**config.mk**
```make
export PLATFORM = sky130hd
export DESIGN_NAME = rst_seq_gen
export DESIGN_NICKNAME = d
export VERILOG_FILES = /design/src/rtl/rst_seq_gen_pkg.sv /design/src/rtl/rst_seq_cnt.sv /design/src/rtl/rst_seq_gen.sv
export SDC_FILE = /design/constraint.sdc
export NUM_CORES = 1
export LEC_CHECK = 0
export ABC_AREA = 1
export BUFFER_PORTS_ARGS = -buffer_cell sky130_fd_sc_hd__buf_2
export CAP_MARGIN = 10
export CORE_MARGIN = 2
export CORE_UTILIZATION = 50
export CTS_CLUSTER_DIAMETER = 100
export DETAILED_ROUTE_END_ITERATION = 8
export GPL_TIMING_DRIVEN = 1
export HOLD_SLACK_MARGIN = 0.15
export PLACE_DENSITY = 0.75
export SYNTH_ARGS = -nofsm -noshare
export SYNTH_HDL_FRONTEND = slang
export SYNTH_SLANG_ARGS = --single-unit
export TNS_END_PERCENT = 10
```
**constraint.sdc**
```tcl
create_clock -name clk -period 4.5 [get_ports clk]
set_input_delay 0.225 -clock clk [delete_from_list [all_inputs] [get_ports clk]]
set_output_delay 0.225 -clock clk [all_outputs]
set_load 0.03 [all_outputs]
```
**src/rtl/rst_seq_gen_pkg.sv**
```systemverilog
// Shared definitions for the reset sequencer: state encoding, default
// lengths and the length-normalisation helpers.
package rst_seq_gen_pkg;

  // Sequencer state encoding (2-bit, legacy-compatible constants)
  localparam logic [1:0] ST_ASSERT  = 2'd0;
  localparam logic [1:0] ST_RELEASE = 2'd1;
  localparam logic [1:0] ST_IDLE    = 2'd2;

  // Power-on defaults for the assert length and the release spacing
  localparam int unsigned DEF_ASSERT_CYC = 16;
  localparam int unsigned DEF_GAP_CYC    = 4;

  // A requested length of zero behaves as a length of one
  function automatic logic [31:0] clamp_len(input logic [31:0] len);
    return (len == 32'd0) ? 32'd1 : len;
  endfunction

  // Counter preload for a phase of the given length. The counter reaches
  // zero one cycle before the phase ends, so the preload is length-1.
  function automatic logic [31:0] len_to_load(input logic [31:0] len);
    return clamp_len(len) - 32'd1;
  endfunction

endpackage

```
**src/rtl/rst_seq_cnt.sv**
```systemverilog
// Loadable saturating down-counter used to time both the assert phase and
// the gaps between domain releases.
module rst_seq_cnt
  import rst_seq_gen_pkg::*;
#(
  parameter int unsigned      CNT_W   = 8,
  parameter logic [CNT_W-1:0] RST_VAL = '0
) (
  input  logic             clk,
  input  logic             rst,
  input  logic             load,
  input  logic [CNT_W-1:0] load_val,
  input  logic             en,
  output logic             zero
);

  logic [CNT_W-1:0] cnt_d;
  logic [CNT_W-1:0] cnt_q;

  // Next count: load has priority, otherwise count down and hold at zero
  always_comb begin
    cnt_d = cnt_q;
    if (load) begin
      cnt_d = load_val;
    end else if (en && (cnt_q != '0)) begin
      cnt_d = cnt_q - 1'b1;
    end
  end

  // Count register with synchronous reset to the power-on preload
  always_ff @(posedge clk) begin
    if (rst) begin
      cnt_q <= RST_VAL;
    end else begin
      cnt_q <= cnt_d;
    end
  end

  assign zero = (cnt_q == '0);

endmodule

```
**src/rtl/rst_seq_gen.sv**
```systemverilog
// Reset generator/sequencer: holds every domain in reset for a minimum
// length after power-up or a software request, then releases the domains
// one at a time (bit 0 first) with a fixed spacing between releases.
module rst_seq_gen
  import rst_seq_gen_pkg::*;
#(
  parameter int unsigned NUM_DOM    = 3,
  parameter int unsigned CNT_W      = 8,
  parameter int unsigned ASSERT_CYC = DEF_ASSERT_CYC,
  parameter int unsigned GAP_CYC    = DEF_GAP_CYC
) (
  input  logic               clk,
  input  logic               rst,
  input  logic               rst_req,
  input  logic [CNT_W-1:0]   assert_len,
  input  logic [CNT_W-1:0]   gap_len,
  output logic [NUM_DOM-1:0] dom_rst_n,
  output logic               busy,
  output logic               done
);

  localparam int unsigned IDX_W = (NUM_DOM > 1) ? $clog2(NUM_DOM) : 1;
  localparam logic [IDX_W-1:0] LAST_IDX = IDX_W'(NUM_DOM - 1);
  localparam logic [CNT_W-1:0] DEF_ASSERT_LD = CNT_W'(len_to_load(32'(ASSERT_CYC)));
  localparam logic [CNT_W-1:0] DEF_GAP_LD    = CNT_W'(len_to_load(32'(GAP_CYC)));

  logic [1:0]         state_d,  state_q;
  logic [IDX_W-1:0]   idx_d,    idx_q;
  logic [NUM_DOM-1:0] dom_d,    dom_q;
  logic               busy_d,   busy_q;
  logic               done_d,   done_q;
  logic [CNT_W-1:0]   gap_ld_d, gap_ld_q;

  logic               cnt_load;
  logic [CNT_W-1:0]   cnt_val;
  logic               cnt_en;
  logic               cnt_zero;

  rst_seq_cnt #(
    .CNT_W   (CNT_W),
    .RST_VAL (DEF_ASSERT_LD)
  ) u_cnt (
    .clk      (clk),
    .rst      (rst),
    .load     (cnt_load),
    .load_val (cnt_val),
    .en       (cnt_en),
    .zero     (cnt_zero)
  );

  // Sequencer next-state: a request restarts everything; otherwise each
  // counter expiry releases the next domain until the last one is out.
  always_comb begin
    state_d  = state_q;
    idx_d    = idx_q;
    dom_d    = dom_q;
    busy_d   = busy_q;
    done_d   = 1'b0;
    gap_ld_d = gap_ld_q;
    cnt_load = 1'b0;
    cnt_val  = gap_ld_q;
    cnt_en   = (state_q != ST_IDLE);

    if (rst_req) begin
      // Request wins over any release due on the same edge, including the
      // final one, so no partial release and no done pulse can escape.
      state_d  = ST_ASSERT;
      idx_d    = '0;
      dom_d    = '0;
      busy_d   = 1'b1;
      gap_ld_d = CNT_W'(len_to_load(32'(gap_len)));
      cnt_load = 1'b1;
      cnt_val  = CNT_W'(len_to_load(32'(assert_len)));
    end else begin
      case (state_q)
        ST_ASSERT: begin
          if (cnt_zero) begin
            dom_d[0] = 1'b1;
            if (NUM_DOM == 1) begin
              state_d = ST_IDLE;
              busy_d  = 1'b0;
              done_d  = 1'b1;
            end else begin
              state_d  = ST_RELEASE;
              idx_d    = IDX_W'(1);
              cnt_load = 1'b1;
            end
          end
        end
        ST_RELEASE: begin
          if (cnt_zero) begin
            for (int unsigned i = 0; i < NUM_DOM; i++) begin
              if (idx_q == IDX_W'(i)) begin
                dom_d[i] = 1'b1;
              end
            end
            if (idx_q == LAST_IDX) begin
              state_d = ST_IDLE;
              busy_d  = 1'b0;
              done_d  = 1'b1;
            end else begin
              idx_d    = idx_q + 1'b1;
              cnt_load = 1'b1;
            end
          end
        end
        ST_IDLE: begin
          cnt_en = 1'b0;
        end
        default: begin
          // Unreachable encoding: recover by rerunning the power-on sequence
          state_d  = ST_ASSERT;
          idx_d    = '0;
          dom_d    = '0;
          busy_d   = 1'b1;
          gap_ld_d = DEF_GAP_LD;
          cnt_load = 1'b1;
          cnt_val  = DEF_ASSERT_LD;
        end
      endcase
    end
  end

  // State, index and output registers with synchronous reset
  always_ff @(posedge clk) begin
    if (rst) begin
      state_q  <= ST_ASSERT;
      idx_q    <= '0;
      dom_q    <= '0;
      busy_q   <= 1'b1;
      done_q   <= 1'b0;
      gap_ld_q <= DEF_GAP_LD;
    end else begin
      state_q  <= state_d;
      idx_q    <= idx_d;
      dom_q    <= dom_d;
      busy_q   <= busy_d;
      done_q   <= done_d;
      gap_ld_q <= gap_ld_d;
    end
  end

  assign dom_rst_n = dom_q;
  assign busy      = busy_q;
  assign done      = done_q;

endmodule

```
==> metrics, run 1 <==
status completed; Worst Path Arrival between 1500 and 2000 ps; WS Path Type reg2reg; MaxCap Viol Count 0; worst rel slew slack roughly three quarters; Post-Route Setup TNS 0 ps; synth top area cells dfxtp_1 30%, nand2_1 9.9%, inv_1 8.8%; row cnt 20; Seq cells post-synth 25; CP top delay family simple AND/OR/NAND/NOR gates; Synth Net Count 273; ys flop type dfxtp_1; CP Launch Type register; Die ar. between 0.003 and 0.004 mm^2; Die Span Y roughly 62 um; internal power between 200 and 300 uW; crit end category register; EDFF count, synth 0; sequential area share after synthesis 29.9%; crit path cell chain inv_1 -> ha_1 -> nand3_2 -> nor2_8 -> o21ai_4 -> nand2_4 -> nor2_8 -> inv_6 -> o21ai_1 -> a21oi_1; Num CTS Buffers 3; Crit path buffers/inverters 2; hold crit path type in2reg; CTS Buffer Depth 2; Root Buffer clkbuf_4; first-pass GRT wire length 6200 um; NetSw around 130 uW; via density per instance around 5.0; router iterations before antenna repair 4; cell taking the most area after synthesis dfxtp_1; VDD IR max ~0.14 mV; Slew @ Worst Pin about 400 ps; top-area cell type share of the netlist area 29.9%; Async SR Flop Fraction 0%; unrepaired setup endpoints after global routing false; DR iter-0 viols 75; H-Tree Depth 1; setup ws final ~2800 ps; Max Fclk 593 MHz; Seq pwr share between 50% and 60%; worst slack, placed roughly 2800 ps; pwr/cell area between 200 and 250 mW/mm^2; layout cells sized above 1 between 15 and 20%; IO Port Bufs 23; crit-path max cell delay 340 ps; synthesized area about 0.0017 mm^2; Comb pwr share between 10% and 20%; via count 1605; clk sinks 25; syn avg cell area ~6.8 um^2; Cell Area, Placed between 0.0015 and 0.002 mm^2; clock share of power approximately 26%; Hold Fails Final Rpt 0; RD Place Congestion 0.890; I/O pin cnt 24; Final period util 37.5%; design area 0.00188 mm^2; Setup-failing EPs final 0; core area between 0.003 and 0.004 mm^2; vias in the first global route approximately 1400; Pins Over Slew Limit 0; Synth top cells by count 44 x nand2_1, 39 x inv_1, 25 x dfxtp_1; Synth Instances 247; Starting Density 53.4%; PostCTS Resize Cnt 0; Critical Path RT about 4800 ps; switch share 30.6%; Overflow after GRT 0; Syn-to-layout area delta 12.6%; clk_skew 2.93 ps; Cell variety after synth 32; post-route ant nets 0; clock latency on the worst-skew pair ~340 ps; clock-pin slew on the worst setup and hold paths 140 ps; largest net degree at the start of global routing 16; antenna violations before repair 0; Avg WL per Cell approximately 11 um; most used cell, CP nor2_8; number of remaining DRC errors 0; Leak between 0.0009 and 0.001 uW; chip width 61.8 um; CTS tree built; hpwl dp ~2900 um; antenna diode count 0; most common cell in the netlist nand2_1; Ys Warns 0; nets around 300; CP Max Fanout 8; Tmin final between 1500 and 2000 ps; crit path max-delay cell type dfxtp_1; Total GRT Usage a little over a fifth; Routed Wire Length roughly 3600 um
==> worst reg2reg max path: stages (launching register included) <==
cell and delay, ps:
dfxtp_1 340, inv_1 150, ha_1 190, nand3_2 120
nor2_8 190, o21ai_4 110, nand2_4 150, nor2_8 60
inv_6 90, o21ai_1 60, a21oi_1 160
==> state kept, by name, summed over array words and instances, names as in the netlist <==
signal / cells
busy: 1
dom_rst_n: 3
done: 1
gap_ld_q: 8
idx_q: 2
state_q: 2
u_cnt.cnt_q: 8
==> power groups by stage <==
stage               Clock, uW  Sequential (uW)  Combinational (uW)
floorplan                   0              242                54.1
global placement            0              243                75.6
detailed placement          0              244                76.4
CTS                       113              239                78.2
global route              118              240                90.4
finish                    110              239                78.5
==> cell type report <==
class,count,area (um^2)
Sequential cell,25,500
Multi-Input combinational cell,177,992
Clock buffer,3,22.5
Inverter,43,169
Fill cell,312,1250
Clock inverter,1,7.51
Timing Repair Buffer,25,135
Tap cell,44,55.1
==> path summary, 6_finish.rpt <==
kind / depth (start not counted) / slack (ps) / endpoint / from
setup / recovery: 10 / 2810 / u_cnt.cnt_q[5] / u_cnt.cnt_q[0]
hold / removal: 3 / 200 / gap_ld_q[3] / gap_len[3]
setup reg to reg: 10 / 2810 / u_cnt.cnt_q[5] / u_cnt.cnt_q[0]
hold reg to reg: 2 / 460 / dom_rst_n[0] / dom_rst_n[0]
==> cells in the final DEF (no fill, tap or decap), drive strengths merged <==
cell         synthesis  final
nand2               48     48
inv                 43     43
nor2                31     31
o21ai               29     29
dfxtp               25     25
buf                  2     23
nand3               22     22
a21oi               17     17
ha                   7      7
nand4                6      6
o31ai                3      3
clkbuf               0      3
o21bai               2      2
or2                  2      2
o211ai               2      2
nor3                 2      2
xor2                 2      2
xnor2                2      2
dlygate4sd3          0      2
a31oi                1      1
o22ai                1      1
clkinvlp             0      1
==> metal layers <==
layer  vias to the layer above  part of all wire [%]  global-route usage [%]
li1                        860                     -                       -
met1                       703                    50                    30.4
met2                        37                    44                    33.8
met3                         5                   4.2                    3.11
met4                         0                   2.0                    10.0
met5                         -                     0                       0
==> cell families (layout without fill, tap and decap cells) <==
family                   after synthesis  in the layout  synth area share [%]
flip-flops                            25             25                  29.9
adder cells (fa/ha/maj)                7              7                  5.24
buffers and inverters                 45             72                  10.7
AO/OA/AOI/OAI                         55             55                  19.0
XOR/XNOR                               4              4                  2.10
AND/OR/NAND/NOR                      111            111                  33.0
==> stage by stage <==
stage,hold slack (ps),utilization [%],total power [uW],std cells
6_report,199,60.2,427,318
5_1_grt,231,60.2,448,318
4_1_cts,196,60.2,430,318
3_5_place_dp,443,58.6,320,312
3_3_place_gp,442,58.6,319,312
2_1_floorplan,294,-,296,247
==> timing repair <==
item,in CTS,in global routing
hold buffers,2,0
buffers inserted,0,0
endpoints found under the hold margin,4,0
(Power assumes the default switching activity.)
==> run 2, diff against run 1 <==
clock period = 1.6 ns   (was 4.5 ns; I/O delays follow)
==> metrics, run 2 (synthesis gave the netlist of run 1 again) <==
clk_skew 21.1 ps (+18.2 ps); layout cells sized above 1 24.0% (+6.2 points); Setup-failing EPs final 0 (unchanged); number of remaining DRC errors 0 (unchanged); Final period util 94.2% (+57 points); MaxCap Viol Count 0 (unchanged); Die ar. 0.00382 mm^2 (unchanged); RD Place Congestion 0.908 (+2.1%); router iterations before antenna repair 4 (unchanged); pwr/cell area 601 mW/mm^2 (+160%); r2r setup slk 90 ps (-2720 ps); Routed Wire Length 3950 um (+10%); Post-Layout Cell Count 331 (+4.1%); clock latency on the worst-skew pair 340 ps (about the same); hold crit path type in2reg; Overflow after GRT 0 (unchanged); Slew @ Worst Pin 324 ps (-72.2 ps); clock-pin slew on the worst setup and hold paths 160 ps (+20 ps); CP Launch Type register; IO Port Bufs 23 (unchanged); Filler cells 285 (-8.7%); via density per instance 5.27 (+4.5%); Worst Path Arrival 1740 ps (-220 ps); most common cell after layout, fill and taps aside nand2_1; crit-path max cell delay 350 ps (about the same); via count 1746 (+8.8%); Num CTS Buffers 3 (unchanged); first-pass GRT wire length 6400 um (+3.3%); DR iter-0 viols 88 (+17%); CTS Buffer Depth 2 (unchanged); Die Span Y 61.8 um (unchanged); largest net degree at the start of global routing 16 (unchanged); Crit path buffers/inverters 2 (unchanged); Leak 0.00100 uW (+9.9%); total power 1250 uW (+190%); clk sinks 25 (unchanged); Critical Path RT 1830 ps (-2940 ps); core area 0.00313 mm^2 (unchanged); worst rel slew slack 78.3% (+4.8 points); Syn-to-layout area delta 24.0%; Root Buffer clkbuf_4; chip width 61.8 um (unchanged); most frequent cells in the layout 43 x nand2_1, 37 x inv_1, 23 x nor2_1; status completed; Tmin final 1510 ps (-180 ps); hpwl dp 3030 um (+5.4%); Total GRT Usage 22.3% (+0.29 points); nets 314 (+4.3%); I/O pin cnt 24 (unchanged); Pins Over Slew Limit 0 (unchanged); WS Path Type reg2reg; crit path cell chain inv_1 -> ha_4 -> nand3_4 -> nor2_8 -> o21ai_4 -> nand2_4 -> inv_4 -> o21ai_1 -> nand2_1 -> o21ai_1 -> nand2_1; Starting Density 53.4% (unchanged); dpl cells 321 (+2.9%); crit end category register; Avg WL per Cell 11.9 um (+5.7%); CTS tree built; post-route ant nets 0 (unchanged); row cnt 20 (unchanged); CP Max Fanout 8 (unchanged); Max Fclk 664 MHz (+12%); vias in the first global route 1623 (+14%); CP top delay family simple AND/OR/NAND/NOR gates; Hold Fails Final Rpt 0 (unchanged); H-Tree Depth 1 (unchanged); VDD IR max 0.315 mV (+130%); antenna diode count 0 (unchanged); crit path max-delay cell type dfxtp_2; antenna violations before repair 0 (unchanged)
-- run 2: changes by cell type in the layout (fill, tap and decap cells not counted), sizes merged --
cell	change
buf	+8
dlymetal6s4s	+2
dlygate4sd3	+3
-- run 2: layer usage --
layer | up-vias | track usage [%] | share of wire, %
met5 | - | 0 | 0
met4 | 0 | 8.51 | 1.5
met3 | 7 | 3.11 | 3.3
met2 | 34 | 39.2 | 48
met1 | 813 | 27.4 | 47
li1 | 892 | - | -
-- run 2: area by class of cell --
class | instances | area, um^2 | area share (%)
clock buffer | 3 | 22.5 | 1.09
clock inverter | 1 | 7.51 | 0.362
inverter | 43 | 169 | 8.15
multi-input combinational | 177 | 1060 | 51.0
sequential | 25 | 505 | 24.4
tap | 44 | 55.1 | 2.66
timing repair buffer | 38 | 255 | 12.3
-- run 2: worst register-to-register path, stage by stage, from the launching register on --
cell	delay [ps]
dfxtp_2	350
inv_1	100
ha_4	150
nand3_4	80
nor2_8	130
o21ai_4	90
nand2_4	160
inv_4	70
o21ai_1	80
nand2_1	70
o21ai_1	70
nand2_1	60
-- run 2: final timing paths --
check                           cells after the start              to      startpoint
worst max-delay path                               11  u_cnt.cnt_q[3]  u_cnt.cnt_q[1]
worst max register to register                     11  u_cnt.cnt_q[3]  u_cnt.cnt_q[1]
worst min register to register                      2    dom_rst_n[0]    dom_rst_n[0]
worst min-delay path                                4     gap_ld_q[6]      gap_len[4]
-- run 2: through the flow --
| step | setup TNS (ps) | area, um^2 | setup WS, ps | utilization [%] | hold slack [ps] |
|---|---|---|---|---|---|
| after CTS | 0 | 2000 | 7.02 | 63.9 | 162 |
| after global routing | -0.0256 | 2070 | -0.0256 | 66.2 | 185 |
| final | 0 | 2070 | 93.0 | 66.2 | 142 |
| after global placement | 0 | 1900 | 24.5 | 60.7 | 353 |
| after floorplan | 0 | 1670 | 72.7 | - | 149 |
| after detailed placement | -6.91 | 1900 | -6.91 | 60.7 | 369 |
-- run 2: where the power goes --
| part | total, uW | internal [uW] | leakage, uW | switching [uW] |
|---|---|---|---|---|
| combinational | 269 | 116 | 0.000784 | 153 |
| sequential | 673 | 652 | 0.000206 | 21.1 |
| clock | 304 | 95.9 | 0.0000139 | 208 |
-- run 2: what timing repair did --
| item | in CTS | in global routing |
|---|---|---|
| endpoints found under the hold margin | 9 | 0 |
| buffers inserted | 0 | 1 |
| setup endpoints to repair | 0 | 10 |
| resized for setup | 0 | 21 |
| hold buffers | 7 | 0 |
==> run 3, diff against run 2 <==
CORE_MARGIN = 5   (was 2)
SLEW_MARGIN = 20   (was not set)
SYNTH_HIERARCHICAL = 1   (was not set)
==> metrics, run 3 <==
antenna violations before repair 0 (unchanged); number of remaining DRC errors 0 (unchanged); first-pass GRT wire length 6990 um (+9.2%); Leak 0.00112 uW (+12%); Setup-failing EPs final 0 (unchanged); MaxCap Viol Count 0 (unchanged); Routed Wire Length 4240 um (+7.4%); clock latency on the worst-skew pair 330 ps (about the same); largest net degree at the start of global routing 18 (+2); vias in the first global route 1659 (+2.2%); DR iter-0 viols 105 (+19%); synth top area cells dfxtp_1 29%, nand2_1 15%, inv_1 8.1%; Reg-to-Reg End u_cnt/cnt_q[3]; Die Span Y 68.6 um (+11%); r2r setup slk 100 ps (about the same); critical path depth in cells 11 (unchanged); row cnt 21 (+5.0%); nets 358 (+14%); Cell Area, Placed 0.00209 mm^2 (+10%); post-route ant nets 0 (unchanged); Syn-to-layout area delta 33.0%; Critical Path RT 1830 ps (about the same); synthesized area 0.00172 mm^2 (+2.6%); Synth top cells by count 70 x nand2_1, 37 x inv_1, 29 x nor2_1; Die ar. 0.00470 mm^2 (+23%); cell taking the most area after synthesis dfxtp_1; pwr/cell area 561 mW/mm^2 (-6.8%); VDD IR max 0.365 mV (+16%); dpl cells 365 (+14%); RD Place Congestion 0.821 (-9.6%); status completed; hold crit path type in2reg; crit-path max cell delay 540 ps (+190 ps); CTS tree built; reg2reg path depth 11 (unchanged); unrepaired setup endpoints after global routing true; core area 0.00334 mm^2 (+6.7%); crit path max-delay cell type dlygate4sd3_1; CP top delay family buffers and inverters; IO Port Bufs 23 (unchanged); H-Tree Depth 1 (unchanged); CP Max Fanout 4 (-4); CP Launch Type primary input; crit end category register; Synth Instances 273 (+11%); syn avg cell area 6.28 um^2 (-7.2%); design area 0.00228 mm^2 (+10%); I/O pin cnt 24 (unchanged); layout cells sized above 1 30.2% (+6.2 points); total power 1280 uW (+2.7%); Hold Crit Start gap_len[5]; Crit path buffers/inverters 4 (+2); Final period util 94.8% (+0.57 points); Ys Warns 6 (+6); Async SR Flop Fraction 0% (unchanged); Critical Path End gap_ld_q[1]; Reg2Reg Launch Point u_cnt/cnt_q[0]; Total GRT Usage 19.5% (-2.8 points); Pins Over Slew Limit 0 (unchanged); Max Fclk 660 MHz (-0.60%); CTS Buffer Depth 2 (unchanged); Root Buffer clkbuf_4; Synth Net Count 299 (+9.5%); sequential area share after synthesis 29.2% (-0.76 points); chip width 68.6 um (+11%); clk sinks 25 (unchanged); most common cell in the netlist nand2_1; Slew @ Worst Pin 380 ps (+55.9 ps); most frequent cells in the layout 66 x nand2_1, 33 x inv_1, 30 x buf_4, 23 x nor2_1, 22 x dfxtp_1; EDFF count, synth 0 (unchanged); via count 1851 (+6.0%); clk_skew 4.44 ps (-16.7 ps); hpwl dp 3250 um (+7.3%); Worst Path Arrival 1750 ps (about the same); Tmin final 1520 ps (+9.11 ps); crit path cell chain dlygate4sd3_1 -> buf_2 -> inv_1 -> nand2_1 -> nor2_2 -> nand2_2 -> nand2_1 -> inv_1 -> ha_4 -> a21oi_1 -> or2_1; Final Util 68.4% (+2.2 points); router iterations before antenna repair 4 (unchanged); most common cell after layout, fill and taps aside nand2_1; antenna diode count 0 (unchanged); worst rel slew slack 74.6% (-3.6 points); Cell variety after synth 32 (unchanged); top-area cell type share of the netlist area 29.2% (-0.76 points); Hold Fails Final Rpt 0 (unchanged); Post-Layout Cell Count 377 (+14%); Setup crit start gap_len[6]; via density per instance 4.91 (-6.9%); clock-pin slew on the worst setup and hold paths 140 ps (-20 ps); Overflow after GRT 0 (unchanged); ys flop type dfxtp_1; Starting Density 51.4% (-2.0 points); Num CTS Buffers 3 (unchanged); WS Path Type in2reg; Seq cells post-synth 25 (unchanged); Avg WL per Cell 11.2 um (-5.7%)
## run 3: cell count changes after synthesis, sizes merged, moves of 3 or more
cell | before | now
nor2 | 31 | 34
nand2 | 48 | 77
o21ai | 29 | 14
buf | 2 | 5
a21oi | 17 | 23
o31ai | 3 | 0
## run 3: cell type report
class,instances,area [um^2]
multi-input combinational,199,1100
fill,292,1050
sequential,25,504
timing repair buffer,59,417
inverter,44,173
tap,46,57.6
clock buffer,4,26.3
## run 3: per-stage QoR
stage / TNS [ps] / setup slack [ps] / hold slack [ps]
global placement: -225 / -76.3 / 362
CTS: 0 / 0.215 / 161
floorplan: -14.9 / -5.81 / 238
global route: -56.9 / -23.5 / 191
detailed placement: -704 / -128 / 372
finish: 0 / 83.9 / 177
## run 3: worst min path at each step
stage | end | slack (ps) | depth (start not counted)
floorplan | gap_ld_q[3] | 240 | 2
global placement | gap_ld_q[7] | 360 | 3
detailed placement | gap_ld_q[7] | 370 | 3
CTS | gap_ld_q[0] | 160 | 6
global route | gap_ld_q[5] | 190 | 5
finish | gap_ld_q[5] | 180 | 5
## run 3: what timing repair did
action                                 CTS  global route
buffers inserted                         0             3
hold buffers                             7             0
endpoints found under the hold margin   10             0
setup endpoints to repair                8            12
pin swaps                                0            10
resized for setup                        2            25
## run 3: tightest hold or removal path, cell delays in order
cell and delay (ps):
buf_2 110, inv_1 100, nand2_1 60, nand2_1 60, a21oi_1 60
## run 3: metal layers
metal | part of all wire [%] | vias to the layer above | track usage [%]
met1 | 44 | 814 | 24.5
met3 | 4.0 | 4 | 2.11
li1 | - | 993 | -
met4 | 1.1 | 0 | 6.45
met5 | 0 | - | 0
met2 | 51 | 40 | 34.3
## run 3: kinds of logic (layout without fill, tap and decap cells)
| group | count (synthesis) | count (layout) | synth area share [%] |
|---|---|---|---|
| compound gates | 45 | 45 | 14.7 |
| buf+inv | 49 | 107 | 11.5 |
| simple gates | 145 | 145 | 38.6 |
| fa+ha+maj | 7 | 7 | 5.11 |
| xor+xnor | 2 | 2 | 1.02 |
| flops | 25 | 25 | 29.2 |
## run 3: report_power, final
part	switching, uW	internal, uW
clock	198	97.8
sequential	15.3	650
combinational	176	142
